$ cat src/rtl/apb_pkg.sv
// Shared types for the APB multi-slave master: FSM states and captured response.
// Latency: n/a (types and helpers only).
// Backpressure: n/a.
package apb_pkg;

    localparam int APB_RSP_W = 32;

    typedef enum logic [1:0] {
        ST_IDLE,
        ST_SETUP,
        ST_ACCESS,
        ST_RESP
    } apb_state_t;

    // Response as captured for the requester; rdata sized for the default data width.
    typedef struct packed {
        logic [APB_RSP_W-1:0] rdata;
        logic                 err;
    } apb_rsp_t;

    function automatic int idx_width(input int n);
        return (n > 1) ? $clog2(n) : 1;
    endfunction

endpackage

$ cat src/rtl/apb_addr_decode.sv
// Maps a byte address to a slave index and flags addresses beyond the last slave.
// Latency: combinational.
// Backpressure: none.
module apb_addr_decode
    import apb_pkg::*;
#(
    parameter int ADDR_W     = 32,
    parameter int NUM_SLAVES = 4,
    parameter int SLV_ADDR_W = 12
) (
    input  logic [ADDR_W-1:0]                    addr,
    output logic [idx_width(NUM_SLAVES)-1:0]     idx,
    output logic                                 mapped
);

    localparam int IDX_W = idx_width(NUM_SLAVES);

    logic [ADDR_W-1:0] slot;

    assign slot   = addr >> SLV_ADDR_W;
    assign mapped = (slot < ADDR_W'(NUM_SLAVES));
    assign idx    = slot[IDX_W-1:0];

endmodule

$ cat src/rtl/apb_nslave_master.sv
// Single-outstanding command to APB bridge over NUM_SLAVES address windows, with wait timeout.
// Latency: zero-wait access responds 3 cycles after accept; unmapped responds after 1.
// Backpressure: cmd_ready only in IDLE; slaves stall via pready up to TIMEOUT cycles.
module apb_nslave_master
    import apb_pkg::*;
#(
    parameter int ADDR_W     = 32,
    parameter int DATA_W     = 32,
    parameter int NUM_SLAVES = 4,
    parameter int SLV_ADDR_W = 12,
    parameter int TIMEOUT    = 16
) (
    input  logic                         pclk,
    input  logic                         preset,
    input  logic                         cmd_valid,
    output logic                         cmd_ready,
    input  logic                         cmd_write,
    input  logic [ADDR_W-1:0]            cmd_addr,
    input  logic [DATA_W-1:0]            cmd_wdata,
    output logic                         rsp_valid,
    output logic [DATA_W-1:0]            rsp_rdata,
    output logic                         rsp_err,
    output logic [NUM_SLAVES-1:0]        psel,
    output logic                         penable,
    output logic                         pwrite,
    output logic [ADDR_W-1:0]            paddr,
    output logic [DATA_W-1:0]            pwdata,
    input  logic [NUM_SLAVES-1:0]        pready,
    input  logic [NUM_SLAVES*DATA_W-1:0] prdata,
    input  logic [NUM_SLAVES-1:0]        pslverr
);

    localparam int IDX_W = idx_width(NUM_SLAVES);
    localparam int CNT_W = $clog2(TIMEOUT + 1);

    apb_state_t        state, state_nxt;
    apb_rsp_t          rsp_q, rsp_nxt;
    logic [IDX_W-1:0]  dec_idx, idx_q;
    logic              dec_mapped;
    logic [CNT_W-1:0]  wait_cnt;
    logic              cmd_fire, timeout_hit;
    logic              sel_ready, sel_err;
    logic [DATA_W-1:0] sel_rdata;

    apb_addr_decode #(
        .ADDR_W     (ADDR_W),
        .NUM_SLAVES (NUM_SLAVES),
        .SLV_ADDR_W (SLV_ADDR_W)
    ) u_decode (
        .addr   (cmd_addr),
        .idx    (dec_idx),
        .mapped (dec_mapped)
    );

    // Only the slave latched at accept is ever looked at.
    assign sel_ready   = pready[idx_q];
    assign sel_err     = pslverr[idx_q];
    assign sel_rdata   = prdata[int'(idx_q)*DATA_W +: DATA_W];

    assign cmd_ready   = (state == ST_IDLE);
    assign cmd_fire    = cmd_valid && cmd_ready;
    assign timeout_hit = (wait_cnt == CNT_W'(TIMEOUT - 1));

    assign psel      = (state == ST_SETUP || state == ST_ACCESS) ? (NUM_SLAVES'(1) << idx_q) : '0;
    assign penable   = (state == ST_ACCESS);
    assign rsp_valid = (state == ST_RESP);
    assign rsp_rdata = DATA_W'(rsp_q.rdata);
    assign rsp_err   = rsp_q.err;

    always_ff @(posedge pclk or posedge preset) begin
        if (preset) begin
            state <= ST_IDLE;
        end else begin
            state <= state_nxt;
        end
    end

    always_comb begin
        state_nxt = state;
        rsp_nxt   = rsp_q;
        case (state)
            ST_IDLE: begin
                if (cmd_fire) begin
                    if (dec_mapped) begin
                        state_nxt = ST_SETUP;
                    end else begin
                        state_nxt     = ST_RESP;
                        rsp_nxt.rdata = '0;
                        rsp_nxt.err   = 1'b1;
                    end
                end
            end
            ST_SETUP: state_nxt = ST_ACCESS;
            ST_ACCESS: begin
                if (sel_ready) begin
                    state_nxt     = ST_RESP;
                    rsp_nxt.err   = sel_err;
                    rsp_nxt.rdata = pwrite ? '0 : APB_RSP_W'(sel_rdata);
                end else if (timeout_hit) begin
                    state_nxt     = ST_RESP;
                    rsp_nxt.rdata = '0;
                    rsp_nxt.err   = 1'b1;
                end
            end
            ST_RESP: state_nxt = ST_IDLE;
            default: state_nxt = ST_IDLE;
        endcase
    end

    // Command fields are frozen at accept so the bus stays stable while the requester moves on.
    always_ff @(posedge pclk or posedge preset) begin
        if (preset) begin
            paddr    <= '0;
            pwrite   <= 1'b0;
            pwdata   <= '0;
            idx_q    <= '0;
            rsp_q    <= '0;
            wait_cnt <= '0;
        end else begin
            if (cmd_fire) begin
                paddr  <= cmd_addr;
                pwrite <= cmd_write;
                pwdata <= cmd_wdata;
                idx_q  <= dec_idx;
            end
            rsp_q <= rsp_nxt;
            if (state == ST_ACCESS && !sel_ready) begin
                wait_cnt <= wait_cnt + 1'b1;
            end else begin
                wait_cnt <= '0;
            end
        end
    end

endmodule

$ cat config.mk
export PLATFORM = sky130hd
export DESIGN_NAME = apb_nslave_master
export DESIGN_NICKNAME = d
export VERILOG_FILES = /design/src/rtl/apb_pkg.sv /design/src/rtl/apb_addr_decode.sv /design/src/rtl/apb_nslave_master.sv
export SDC_FILE = /design/constraint.sdc
export NUM_CORES = 1
export LEC_CHECK = 0
export ABC_AREA = 1
export BUFFER_PORTS_ARGS = -buffer_cell sky130_fd_sc_hd__buf_2
export CAP_MARGIN = 20
export CORE_MARGIN = 10
export CORE_UTILIZATION = 45
export CTS_CLUSTER_SIZE = 30
export DETAILED_ROUTE_END_ITERATION = 7
export GPL_TIMING_DRIVEN = 0
export PLACE_DENSITY = 0.83
export SETUP_SLACK_MARGIN = 0.05
export SYNTH_ARGS = -nofsm -noshare
export SYNTH_HDL_FRONTEND = slang
export SYNTH_SLANG_ARGS = --single-unit
$ cat constraint.sdc
create_clock -name pclk -period 3.7 [get_ports pclk]
set_input_delay 0.37 -clock pclk [delete_from_list [all_inputs] [get_ports pclk]]
set_output_delay 0.37 -clock pclk [all_outputs]
set_load 0.03 [all_outputs]
Yosys cells after proc, flatten, opt, wreduce, memory -nomap -nowiden
Index checks and enable logic that the tools add are counted.
{ "classes": {"mux": 17, "addsub": 1, "n_eq_ne": 7, "n_lt_le_gt_ge": 2, "n_reduce_logical": 8, "n_shift": 2} }
{ "ops": {"columns": ["op", "n"], "rows": [
  ["33-bit 2-to-1 mux", 4],
  ["128-bit by 8-bit indexed part select with 32-bit output", 1],
  ["33-bit one-hot mux with 2 select lines", 1],
  ["32-bit 2-to-1 mux", 1],
  ["20-bit by 3-bit < comparator with 1-bit output, second input constant", 1],
  ["2-bit 2-to-1 mux", 4],
  ["2-bit one-hot mux with 4 select lines", 1],
  ["5-bit by 1-bit adder with 5-bit output, second input constant", 1],
  ["5-bit by 4-bit equality test with 1-bit output, second input constant", 1],
  ["5-bit 2-to-1 mux", 1],
  ["1-bit binary-select mux with 2-bit select", 2],
  ["2-bit equality test, second input constant", 2],
  ["4-bit 2-to-1 mux", 1],
  ["4-bit AND reduction", 1],
  ["1-bit by 2-bit left shift with 4-bit output, first input constant", 1],
  ["2-bit by 3-bit < comparator with 1-bit output, second input constant", 1],
  ["3-bit by 1-bit inequality test with 1-bit output, second input constant", 1],
  ["2-bit by 1-bit equality test with 1-bit output, second input constant", 1],
  ["1-bit logical AND", 2],
  ["2-bit logical NOT", 1],
  ["1-bit 2-to-1 mux", 2],
  ["2-bit by 1-bit inequality test with 1-bit output, second input constant", 1],
  ["2-bit inequality test, second input constant", 1],
  ["2-bit AND reduction", 1],
  ["3 further kinds", 3]
]} }
{ "totals": {"input_bits": 204, "reg_bits": 107, "out_inout_bits": 105} }

Longest topological paths before layout
Gate-level depths: netlist of run 1.
{ "depth": {"word_depth": 5, "depth_mapped": 11, "depth_no_buf": 10} }

Modules after synthesis
Synthesis of run 1 repeated with hierarchy kept, for this count alone.
{ "hier_totals": {"cells_unflattened": 649, "area_unflattened_um2": 5499.0} }
{ "modules_own_cells": {"columns": ["module", "area_each_um2", "seq_area_each_um2", "instances", "cells_each"], "rows": [
  ["apb_nslave_master", 5417.7, 2677.6, 1, 631],
  ["apb_addr_decode", 81.3, 0.0, 1, 18]
]} }

Worst setup path before layout of run 1
OpenSTA, ideal clock, no wires.
{ "synth_path": {"path_type": "register -> output", "from": "register paddr[13] (netlist name)", "to": "output port psel[2]", "path_stages_with_launch": 6, "path_buffers": 3, "arrival_time_ns": 1.804, "setup_slack_ns": 1.526, "cell_sequence": "dfrtp_1 -> buf_2 -> inv_2 -> buf_2 -> buf_2 -> nor3_1"} }
{ "synth_rtl": {"columns": ["element", "line_no", "text"], "rows": [
  ["end: declaration", "apb_nslave_master.sv:23", "output logic [NUM_SLAVES-1:0] psel,"]
]} }

==> flow_summary.toml, run 1 <==
[synth]
synth_top_family_by_area = "simple AND/OR/NAND/NOR gates"
synth_xor_xnor_area_share = 0.001606
syn_area_per_cell_um2 = 8.237
synth.mux.area_fraction = 0.1198
synth_area_leaders = "dfrtp_1 48%, nand2_1 17%, mux2_2 12%"
yosys_warnings = 0
ys_ff_latch = 105
yosys.area_share.simple = 0.2653
syn-cell-area_mm2 = 0.005453
syn_inst = 662
synth_fa_ha_area_frac = 0.01147
synth_compound_area_frac = 0.06792
yosysSeqAreaShare = 0.4819
synth_nets = 871
synth_top_area_cell = "dfrtp_1"
ys_types = 26
yosysTopAreaCellShare = 0.4819

[routing]
drc = 0
ant_nets = 0
wire_per_inst_um = 18.52
via_per_inst = 5.028
drtIter0Drc = 265
wirelength_um = 21040
first_pass_iters = 5
vias = 5712

[layout]
fin_nets = 1191
final_cell_mix = "335 x buf_2, 250 x nand2_1, 105 x dfrtp_1, 85 x nor2_1, 67 x a21oi_1"
fillers = 1035
final_cell_count_no_fill = 1136
layout-drive-gt1-share = 0.4326
multi_input_area_mm2 = 0.002541
area_growth_pct = 37.79
final_area_mm2 = 0.007513
register_area_mm2 = 0.002628
final_util = 0.6281
layout_commonest_cell = "buf_2"

[global_routing]
grt_start_max_net_pins = 67
grt_antenna_before_repair = 3
grt_usage = 0.2368
grt_pass1_wl_um = 31260
overflow = 0
first_global_vias = 5832

[placement]
dpl_cell_area_mm2 = 0.007208
placed_cells = 1118
io_buffers = 308
post-place-ws_ns = 1.754
place_congestion = 0.8680
hpwl_um = 17120

[critical_path]
path_class = "reg2out"
endpoint_kind = "output pin"
cp-start-kind = "flop"
crit_fanout = 10
worstPathRequired_ns = 3.33
cp_data_arrival_time_ns = 1.93

[timing]
rsz0062_at_grt = "no"
layout_min_cycle_time_ns = 2.301
max_slew_margin = 0.6045
worst_slack_ns = 1.399
fmax_mhz = 434.7
finalHoldViolations = 0
worstMarginPinSlew_ns = 0.5932
finalCritPeriodShare = 0.6218
slew_viol_final = 0
skew_ns = 0.008325
tns_ns = 0
setup_violations = 0
holdWs_ns = 0.06085

[floorplanning]
core_area_mm2 = 0.01196
dieWidth_um = 130.1
dieHeight_um = 130.1
die-area_mm2 = 0.01692
ios = 309
rows = 40
start_util = 0.4559

[clock_network]
h-tree-depth = 3
cts_setup_buffers = 0
cts_resized = 0
cts_buffers = 9
numClockSinks = 105
clock_latency_ns = 0.35
clockBufferDepth = 2
clk_pin_slew_worst_paths_ns = 0.08
postCtsHoldBufs = 0
cts_tree = "yes"
cts_root_buffer = "clkbuf_16"

[job]
maxCapViolations = 0

[pwr]
p_seq_frac = 0.278
clock_power_share = 0.137
internal_power_mw = 3.388
p_comb_frac = 0.584
p_sw_mw = 3.436
peakVddDrop_uv = 582.8
swShare = 0.5036
p_leak_nw = 4.174
p_per_area_mw_per_mm2 = 908.3
power_mw = 6.824

[outcome]
status = "complete, no violations"

[hold_path]
worstHoldPathType = "in2async"
==> cells by family after synthesis <==
group                      Yosys count
muxes                               58
DFF                                105
and+or+nand+nor                    363
buffers and inverters               56
AOI/OAI and AO/OA                   74
adders and majority gates            5
xor gates and xnor gates             1
==> metal layers <==
metal / share of wire / vias up / global-route usage / routed length, um
met5: 0.00062 / - / 0 / 13
met4: 0.019 / 2 / 0.08267 / 393
met3: 0.14 / 32 / 0.1059 / 2847
met2: 0.49 / 311 / 0.4065 / 10330
met1: 0.35 / 2606 / 0.2532 / 7458
li1: - / 2761 / - / -
==> critical path: stages, from the launching register on <==
cell and delay, ns:
dfrtp_1 0.34, buf_2 0.28, inv_2 0.08, buf_2 0.21, buf_2 0.24, nor3_1 0.20, buf_2 0.23
==> cell type report <==
| cell class | instances | share of cell area |
|---|---|---|
| Clock inverter | 7 | 0.009992 |
| Timing Repair Buffer | 309 | 0.2088 |
| Inverter | 17 | 0.009159 |
| Multi-Input combinational cell | 501 | 0.3382 |
| Sequential cell | 105 | 0.3497 |
| Tap cell | 147 | 0.02448 |
| Buffer | 39 | 0.02898 |
| Antenna cell | 2 | 0.0006661 |
| Clock buffer | 9 | 0.02998 |
==> synth_stat cells (all sizes together) <==
master	instances
nand2	252
buf	33
nand3b	1
clkbuf	6
nor3	8
mux2	58
dfrtp	105
nor2	86
inv	17
nand4	3
o21ai	7
a21oi	67
nand3	10
nor3b	1
nor4	1
xor2	1
or2	1
ha	5
==> worst paths after layout <==
| kind | from | to | slack (ns) | cells past startpoint |
|---|---|---|---|---|
| worst max-delay path | paddr[13]$_DFFE_PP0P_ | psel[3] | 1.40 | 6 |
| worst min-delay path | preset | rsp_rdata[17]$_DFFE_PP0P_ | 0.06 | 2 |
| worst max register to register | state[0]$_DFFE_PP0P_ | rsp_rdata[11]$_DFFE_PP0P_ | 1.78 | 9 |
| worst min register to register | wait_cnt[0]$_DFF_PP0_ | wait_cnt[0]$_DFF_PP0_ | 0.47 | 1 |
| max in group asynchronous | preset | paddr[4]$_DFFE_PP0P_ | 2.94 | 3 |
| min in group pclk | cmd_wdata[23] | pwdata[23]$_DFFE_PP0P_ | 0.25 | 2 |
==> flip-flops by register name, summed over array words and instances (netlist names) <==
name       count
paddr         32
rsp_rdata     32
pwrite         1
wait_cnt       5
pwdata        32
rsp_err        1
state          2
==> power groups by stage <==
| stage | clock, mW | sequential, mW | combinational [mW] |
|---|---|---|---|
| after CTS | 0.966 | 1.90 | 4.03 |
| after global placement | 0 | 1.87 | 3.95 |
| after floorplan | 0 | 2.83 | 1.78 |
| after detailed placement | 0 | 1.91 | 4.01 |
| after global routing | 1.00 | 1.96 | 4.29 |
| final | 0.938 | 1.90 | 3.99 |
Power figures use the tool's default switching activity.
==> run 2: changes to the inputs <==
- ABC_AREA: 1 -> 0
- CORE_UTILIZATION: 45 -> 40
- PLACE_DENSITY: 0.83 -> 0.8
- clock period: 3.7 -> 2.05 ns (I/O delays scaled with it)
==> flow_summary.toml, run 2 <==
[outcome]
status = "complete, no violations"

[timing]
layout_min_cycle_time_ns = 2.047
slew_viol_final = 0
setup_violations = 0
fmax_mhz = 488.6
rsz0062_at_grt = "yes"
finalCritPeriodShare = 0.9984
max_slew_margin = 0.5745
worstMarginPinSlew_ns = 0.6370
finalHoldViolations = 0
tns_ns = 0
skew_ns = 0.007239
worst_slack_ns = 0.003300

[clock_network]
clockBufferDepth = 2
clk_pin_slew_worst_paths_ns = 0.07
h-tree-depth = 3
numClockSinks = 105
cts_buffers = 9
clock_latency_ns = 0.35
cts_tree = "yes"
cts_root_buffer = "clkbuf_16"

[pwr]
p_per_area_mw_per_mm2 = 1689
peakVddDrop_uv = 1226
p_leak_nw = 3.864

[synth]
synth_commonest_cells = "105 x dfrtp_1, 70 x mux2_2, 34 x mux4_2"
synth_nets = 543
yosys_warnings = 0
yosysMostFrequentCell = "dfrtp_1"
ys_types = 31
synth_area_leaders = "dfrtp_1 51%, mux2_2 15%, mux4_2 15%"
synth_top_area_cell = "dfrtp_1"
async_reset_ff_frac = 1.000
synth_top_flop_cell = "dfrtp_1"
syn_inst = 334
ys_ff_latch = 105
yosysTopAreaCellShare = 0.5085
syn_area_per_cell_um2 = 15.47
yosysSeqAreaShare = 0.5085
syn-cell-area_mm2 = 0.005167
synth_edf_count = 0

[global_routing]
grt_usage = 0.1997
grt_antenna_before_repair = 3
grt_start_max_net_pins = 46
met1_usage = 0.2091
grt.busiest_layer = "met2"
grt_pass1_wl_um = 28010
grt.met3_usage = 0.08872
first_global_vias = 4880
gr-usage-met2 = 0.3444
overflow = 0

[critical_path]
cp_data_arrival_time_ns = 2.28
r2r-end = "rsp_rdata[19]$_DFFE_PP0P_"
rrSetupSlack_ns = 0.003
crit_path_frequent_cell = "buf_12"
cp-start-kind = "flop"
crit_fanout = 10
startpoint = "paddr[12]$_DFFE_PP0P_"
reg2reg_from = "paddr[12]$_DFFE_PP0P_"
worstPathRequired_ns = 2.28
path_cells = "mux4_2 > nor3b_4 > a211oi_4 > buf_12 > buf_12 > mux2_4"
max_stage_delay_ns = 0.57
path_class = "reg2reg"
critPathSlowestCell = "mux4_2"
r2r_cells = 6
endpoint_kind = "flop"

[layout]
layout_commonest_cell = "buf_2"
final_cell_count_no_fill = 843
final_util = 0.6003
final_cell_mix = "311 x buf_2, 104 x dfrtp_1, 70 x mux2_2, 34 x mux4_2, 28 x mux2_4"
final_area_mm2 = 0.007576
fin_nets = 874
layout-drive-gt1-share = 0.7388
area_growth_pct = 46.61

[job]
maxCapViolations = 0

[routing]
wire_per_inst_um = 21.61
wirelength_um = 18220
via_per_inst = 5.034
first_pass_iters = 4
drtIter0Drc = 106
vias = 4244
drc = 0
ant_nets = 0

[placement]
post-place-ws_ns = -0.3221
place_congestion = 0.9054
placed_cells = 816
dpl_cell_area_mm2 = 0.006994
io_buffers = 308
hpwl_um = 15040

[floorplanning]
core_area_mm2 = 0.01262
dieWidth_um = 133.7
ios = 309
start_util = 0.4095
dieHeight_um = 133.7
rows = 41
die-area_mm2 = 0.01787

[hold_path]
min_path_cells = 2
hp-start = "cmd_wdata[3]"
holdPathEnd = "pwdata[3]$_DFFE_PP0P_"
worstHoldPathType = "in2reg"
==> run 2: cell types whose count changed in the layout (fill, tap and decap cells not counted), sizes merged, moves of 7 or more <==
cell | before | now
buf | 342 | 330
nor2b | 0 | 20
inv | 20 | 7
nand3 | 10 | 1
nand2 | 252 | 3
and2b | 0 | 12
mux4 | 0 | 34
mux2 | 58 | 98
a21oi | 67 | 2
nor2 | 86 | 5
nor3 | 8 | 1
==> run 2: what timing repair did <==
item | CTS | global route
hold endpoints to repair | 26 | 0
pin swaps | 3 | 1
setup endpoints to repair | 77 | 69
setup buffers | 8 | 0
gates resized for setup | 44 | 8
hold buffers | 1 | 0
cloned | 1 | 0
==> run 2: stage by stage <==
| step | power, mW | hold WS (ns) |
|---|---|---|
| 2_1_floorplan | 8.371 | 0.3555 |
| 3_3_place_gp | 10.22 | 0.4362 |
| 3_5_place_dp | 10.43 | 0.3270 |
| 4_1_cts | 12.83 | 0.06713 |
| 5_1_grt | 13.46 | 0.06663 |
| 6_report | 12.79 | 0.07777 |
==> run 2: cell families after synthesis <==
| family | count (synthesis) | share of synthesized area |
|---|---|---|
| muxes | 133 | 0.3709 |
| AOI/OAI and AO/OA | 6 | 0.01017 |
| and+or+nand+nor | 55 | 0.06900 |
| buffers and inverters | 28 | 0.02591 |
| DFF | 105 | 0.5085 |
| xor gates and xnor gates | 2 | 0.003390 |
| adders and majority gates | 5 | 0.01211 |
==> run 2: cell type report <==
class	instances	area, um^2
antenna	1	2.502
buffer	21	190.2
clock buffer	11	242.7
clock inverter	5	63.81
fill	1035	5044
inverter	7	30.03
multi-input combinational	201	2511
sequential	105	2629
tap	172	215.2
timing repair buffer	320	1692
==> run 2: layer usage <==
layer  part of all wire  up-vias  wire (um)
li1                   -     1888          -
met1               0.36     2084       6621
met2               0.50      242       9122
met3               0.11       28       2046
met4              0.023        2        410
met5             0.0011        -         20
==> run 2: how the worst max path moves through the flow <==
stage / depth (start not counted) / end / slack (ns)
after CTS: 6 / rsp_rdata[6]$_DFFE_PP0P_ / -0.005
after detailed placement: 5 / rsp_rdata[0]$_DFFE_PP0P_ / -0.32
after global placement: 5 / rsp_err$_DFFE_PP0P_ / -0.30
after global routing: 6 / rsp_rdata[10]$_DFFE_PP0P_ / -0.05
final: 6 / rsp_rdata[19]$_DFFE_PP0P_ / 0.003
after floorplan: 5 / rsp_rdata[10]$_DFFE_PP0P_ / -0.01
==> run 2: power by group <==
part | total, mW | internal, mW | leakage (nW) | switching [mW]
sequential | 3.53 | 3.01 | 1.31 | 0.519
combinational | 7.49 | 3.28 | 2.41 | 4.21
clock | 1.77 | 0.990 | 0.140 | 0.782
==> run 2: critical path, delay by kind of cell (launching register included) <==
kind	cells	cell delay (ns)
buf+inv	2	0.32
mux	2	0.87
flops	1	0.38
compound gates	1	0.07
simple gates	1	0.29
==> run 3: changes to the inputs <==
- CORE_AREA: not set -> 2 2 121 123
- CORE_MARGIN: 10 -> not set
- CORE_UTILIZATION: 40 -> not set
- DIE_AREA: not set -> 0 0 123 125
- MAX_ROUTING_LAYER: not set -> met4
- PLACE_DENSITY: 0.8 -> 0.74
==> flow_summary.toml, run 3 <==
[placement]
post-place-ws_ns = -0.3483
place_congestion = 0.7885
hpwl_um = 12720
io_buffers = 308

[synth]
synth_xor_xnor_area_share = 0.003390
async_reset_ff_frac = 1.000
synth_edf_count = 0
synth_compound_area_frac = 0.01017
syn_area_per_cell_um2 = 15.47
yosys.area_share.simple = 0.06901
synth.mux.area_fraction = 0.3709
synth_area_leaders = "dfrtp_1 51%, mux2_2 15%, mux4_2 15%"
synth_top_family_by_area = "multiplexers"
synth_top_flop_cell = "dfrtp_1"
synth_fa_ha_area_frac = 0.01211
yosys_warnings = 0
yosysTopAreaCellShare = 0.5085
synth_commonest_cells = "105 x dfrtp_1, 70 x mux2_2, 34 x mux4_2"
syn-cell-area_mm2 = 0.005167
syn_inst = 334
ys_ff_latch = 105
synth_nets = 543
yosysMostFrequentCell = "dfrtp_1"
ys_types = 31
yosysSeqAreaShare = 0.5085
synth_top_area_cell = "dfrtp_1"

[clock_network]
numClockSinks = 105
cts_root_buffer = "clkbuf_16"
cts_buffers = 9
h-tree-depth = 3
clockBufferDepth = 2

[global_routing]
grt_antenna_before_repair = 1
grt_usage = 0.2110
grt_start_max_net_pins = 42
first_global_vias = 4613
overflow = 0
grt_pass1_wl_um = 23550

[floorplanning]
dieHeight_um = 125
ios = 309
start_util = 0.3638
dieWidth_um = 123
rows = 44

[timing]
worstEndpointGrtRepair = "rsp_rdata[19]$_DFFE_PP0P_/D"
worst-ep-kind = "register input"

[outcome]
status = "did not finish"
error = "[ERROR DRT-0255] Maze Route cannot find path of net pslverr[0] in worker of routeBox ( 96600 0 ) ( 123000 48300 )."
haltStage = "detailed routing"
## run 3: cell counts after synthesis
No cell type changed its count.
## run 3: cell families after synthesis
group                      after synthesis
muxes                                  133
DFF                                    105
and+or+nand+nor                         55
buffers and inverters                   28
AOI/OAI and AO/OA                        6
adders and majority gates                5
xor gates and xnor gates                 2
## run 3: stage by stage
stage                     instances  cell area [um^2]   TNS, ns
after floorplan                 334              5197  -0.08749
after global placement          826              6969    -12.33
after detailed placement        828              7009    -13.69
after CTS                       856              7576    -1.326
after global routing            858              7617    -2.173
## run 3: what timing repair did
item                       CTS  global route
setup buffers                8             1
gates cloned                 3             0
setup endpoints to repair   77            40
pin swaps                    3             1
resized for setup           38            13
hold endpoints to repair     4             0
hold buffers                 1             0
## run 3: routing by layer
metal and global-route usage:
met5 -, met4 0.05816, met3 0.04197, met2 0.3871, met1 0.2283
==> run 4: changes to the inputs <==
- CTS_CLUSTER_SIZE: 30 -> not set
- MAX_ROUTING_LAYER: met4 -> not set
- PLACE_DENSITY: 0.74 -> not set
- PLACE_DENSITY_LB_ADDON: not set -> 0.15
- SETUP_SLACK_MARGIN: 0.05 -> not set
- clock period: 2.05 -> 2.7 ns (I/O delays scaled with it)
==> flow_summary.toml, run 4 (synthesis results as in run 2) <==
[outcome]
status = "complete, no violations"

[critical_path]
path_class = "reg2reg"
max_stage_delay_ns = 0.56
reg2reg_from = "paddr[13]$_DFFE_PP0P_"
worstPathRequired_ns = 2.93
crit_path_frequent_cell = "clkbuf_1"
r2r_cells = 5
crit_fanout = 10
rrSetupSlack_ns = 0.18
endpoint_kind = "flop"
critPathSlowestCell = "clkbuf_1"
cp-start-kind = "flop"
path_cells = "clkbuf_1 > clkbuf_1 > mux4_2 > and2b_1 > mux2_2"
cp_data_arrival_time_ns = 2.75
r2r-end = "rsp_rdata[5]$_DFFE_PP0P_"

[global_routing]
overflow = 0
first_global_vias = 4458
grt_antenna_before_repair = 4
grt_start_max_net_pins = 30
grt_usage = 0.1916
grt_pass1_wl_um = 22450

[clock_network]
cts_tree = "yes"
numClockSinks = 105
clock_latency_ns = 0.35
clk_pin_slew_worst_paths_ns = 0.08
h-tree-depth = 3
cts_buffers = 9
clockBufferDepth = 2
cts_root_buffer = "clkbuf_16"

[layout]
fin_nets = 866
area_growth_pct = 41.99
final_util = 0.5166
layout-drive-gt1-share = 0.6843
final_cell_mix = "314 x buf_2, 105 x dfrtp_1, 70 x mux2_2, 34 x mux4_2, 20 x nor2b_1"
fillers = 1279
layout_commonest_cell = "buf_2"

[pwr]
peakVddDrop_uv = 658.4
power_mw = 9.087
p_per_area_mw_per_mm2 = 1239
p_leak_nw = 3.771

[timing]
slew_viol_final = 0
layout_min_cycle_time_ns = 2.519
tns_ns = 0
fmax_mhz = 397.0
holdWs_ns = 0.1503
worst_slack_ns = 0.1814
skew_ns = 0.006911
finalCritPeriodShare = 0.9328
setup_violations = 0
max_slew_margin = 0.5790
finalHoldViolations = 0
rsz0062_at_grt = "no"
worstMarginPinSlew_ns = 0.6315

[placement]
hpwl_um = 12000
io_buffers = 308
place_congestion = 0.7569
post-place-ws_ns = 0.1391

[floorplanning]
dieHeight_um = 125
core_area_mm2 = 0.01420
start_util = 0.3638
dieWidth_um = 123
die-area_mm2 = 0.01538
ios = 309
rows = 44

[routing]
wire_per_inst_um = 17.29
ant_nets = 0
vias = 4119
via_per_inst = 4.846
first_pass_iters = 4
wirelength_um = 14700
drc = 0
drtIter0Drc = 116

[job]
maxCapViolations = 0

[hold_path]
holdPathEnd = "pwdata[9]$_DFFE_PP0P_"
hp-start = "cmd_wdata[9]"
worstHoldPathType = "in2reg"
min_path_cells = 2
[run 4: through the flow]
stage          cells  area (um^2)
2_1_floorplan    334         5171
3_3_place_gp     826         6943
3_5_place_dp     829         7003
4_1_cts          846         7327
5_1_grt          849         7335
6_report         850         7337
[run 4: worst max-delay path by stage]
stage / startpoint / end / slack [ns]
3_3_place_gp: paddr[13]$_DFFE_PP0P_ / rsp_rdata[1]$_DFFE_PP0P_ / 0.13
4_1_cts: paddr[13]$_DFFE_PP0P_ / rsp_rdata[4]$_DFFE_PP0P_ / 0.13
5_1_grt: paddr[13]$_DFFE_PP0P_ / rsp_rdata[5]$_DFFE_PP0P_ / 0.02
6_report: paddr[13]$_DFFE_PP0P_ / rsp_rdata[5]$_DFFE_PP0P_ / 0.18
2_1_floorplan: paddr[12]$_DFFE_PP0P_ / rsp_rdata[20]$_DFFE_PP0P_ / 0.44
3_5_place_dp: paddr[13]$_DFFE_PP0P_ / rsp_rdata[1]$_DFFE_PP0P_ / 0.14
[run 4: what timing repair did]
item                       in CTS  in global routing
hold endpoints to repair       23                  0
setup buffers                   0                  0
setup endpoints to repair       1                  0
gates resized for setup         1                  0
hold buffers                    1                  0
[run 4: metal layers]
layer | global-route usage | share of wire | vias up | wire, um
li1 | - | - | 1877 | -
met1 | 0.2130 | 0.38 | 2019 | 5524
met2 | 0.3409 | 0.51 | 203 | 7542
met3 | 0.06022 | 0.094 | 18 | 1387
met4 | 0.06751 | 0.016 | 2 | 229
met5 | 0 | 0.00088 | - | 13
[run 4: critical path: cells and delay by family (launching register included)]
family	cells	cell delay [ns]
buffers and inverters	2	1.08
multiplexers	2	0.68
flip-flops	1	0.46
AND/OR/NAND/NOR	1	0.18
[run 4: layout make-up]
type	count	area (um^2)	area share
timing repair buffer	312	1612	0.2196
clock inverter	7	87.58	0.01194
tap	184	230.2	0.03138
multi-input combinational	201	2406	0.3279
antenna	4	10.01	0.001364
clock buffer	9	225.2	0.03070
inverter	7	30.03	0.004093
sequential	105	2628	0.3581
buffer	21	108.9	0.01484
[run 4: power by group]
part,leakage (nW),switching [mW],internal (mW)
Clock,0.154,0.616,0.739
Sequential,1.31,0.362,2.28
Combinational,2.31,3.00,2.08
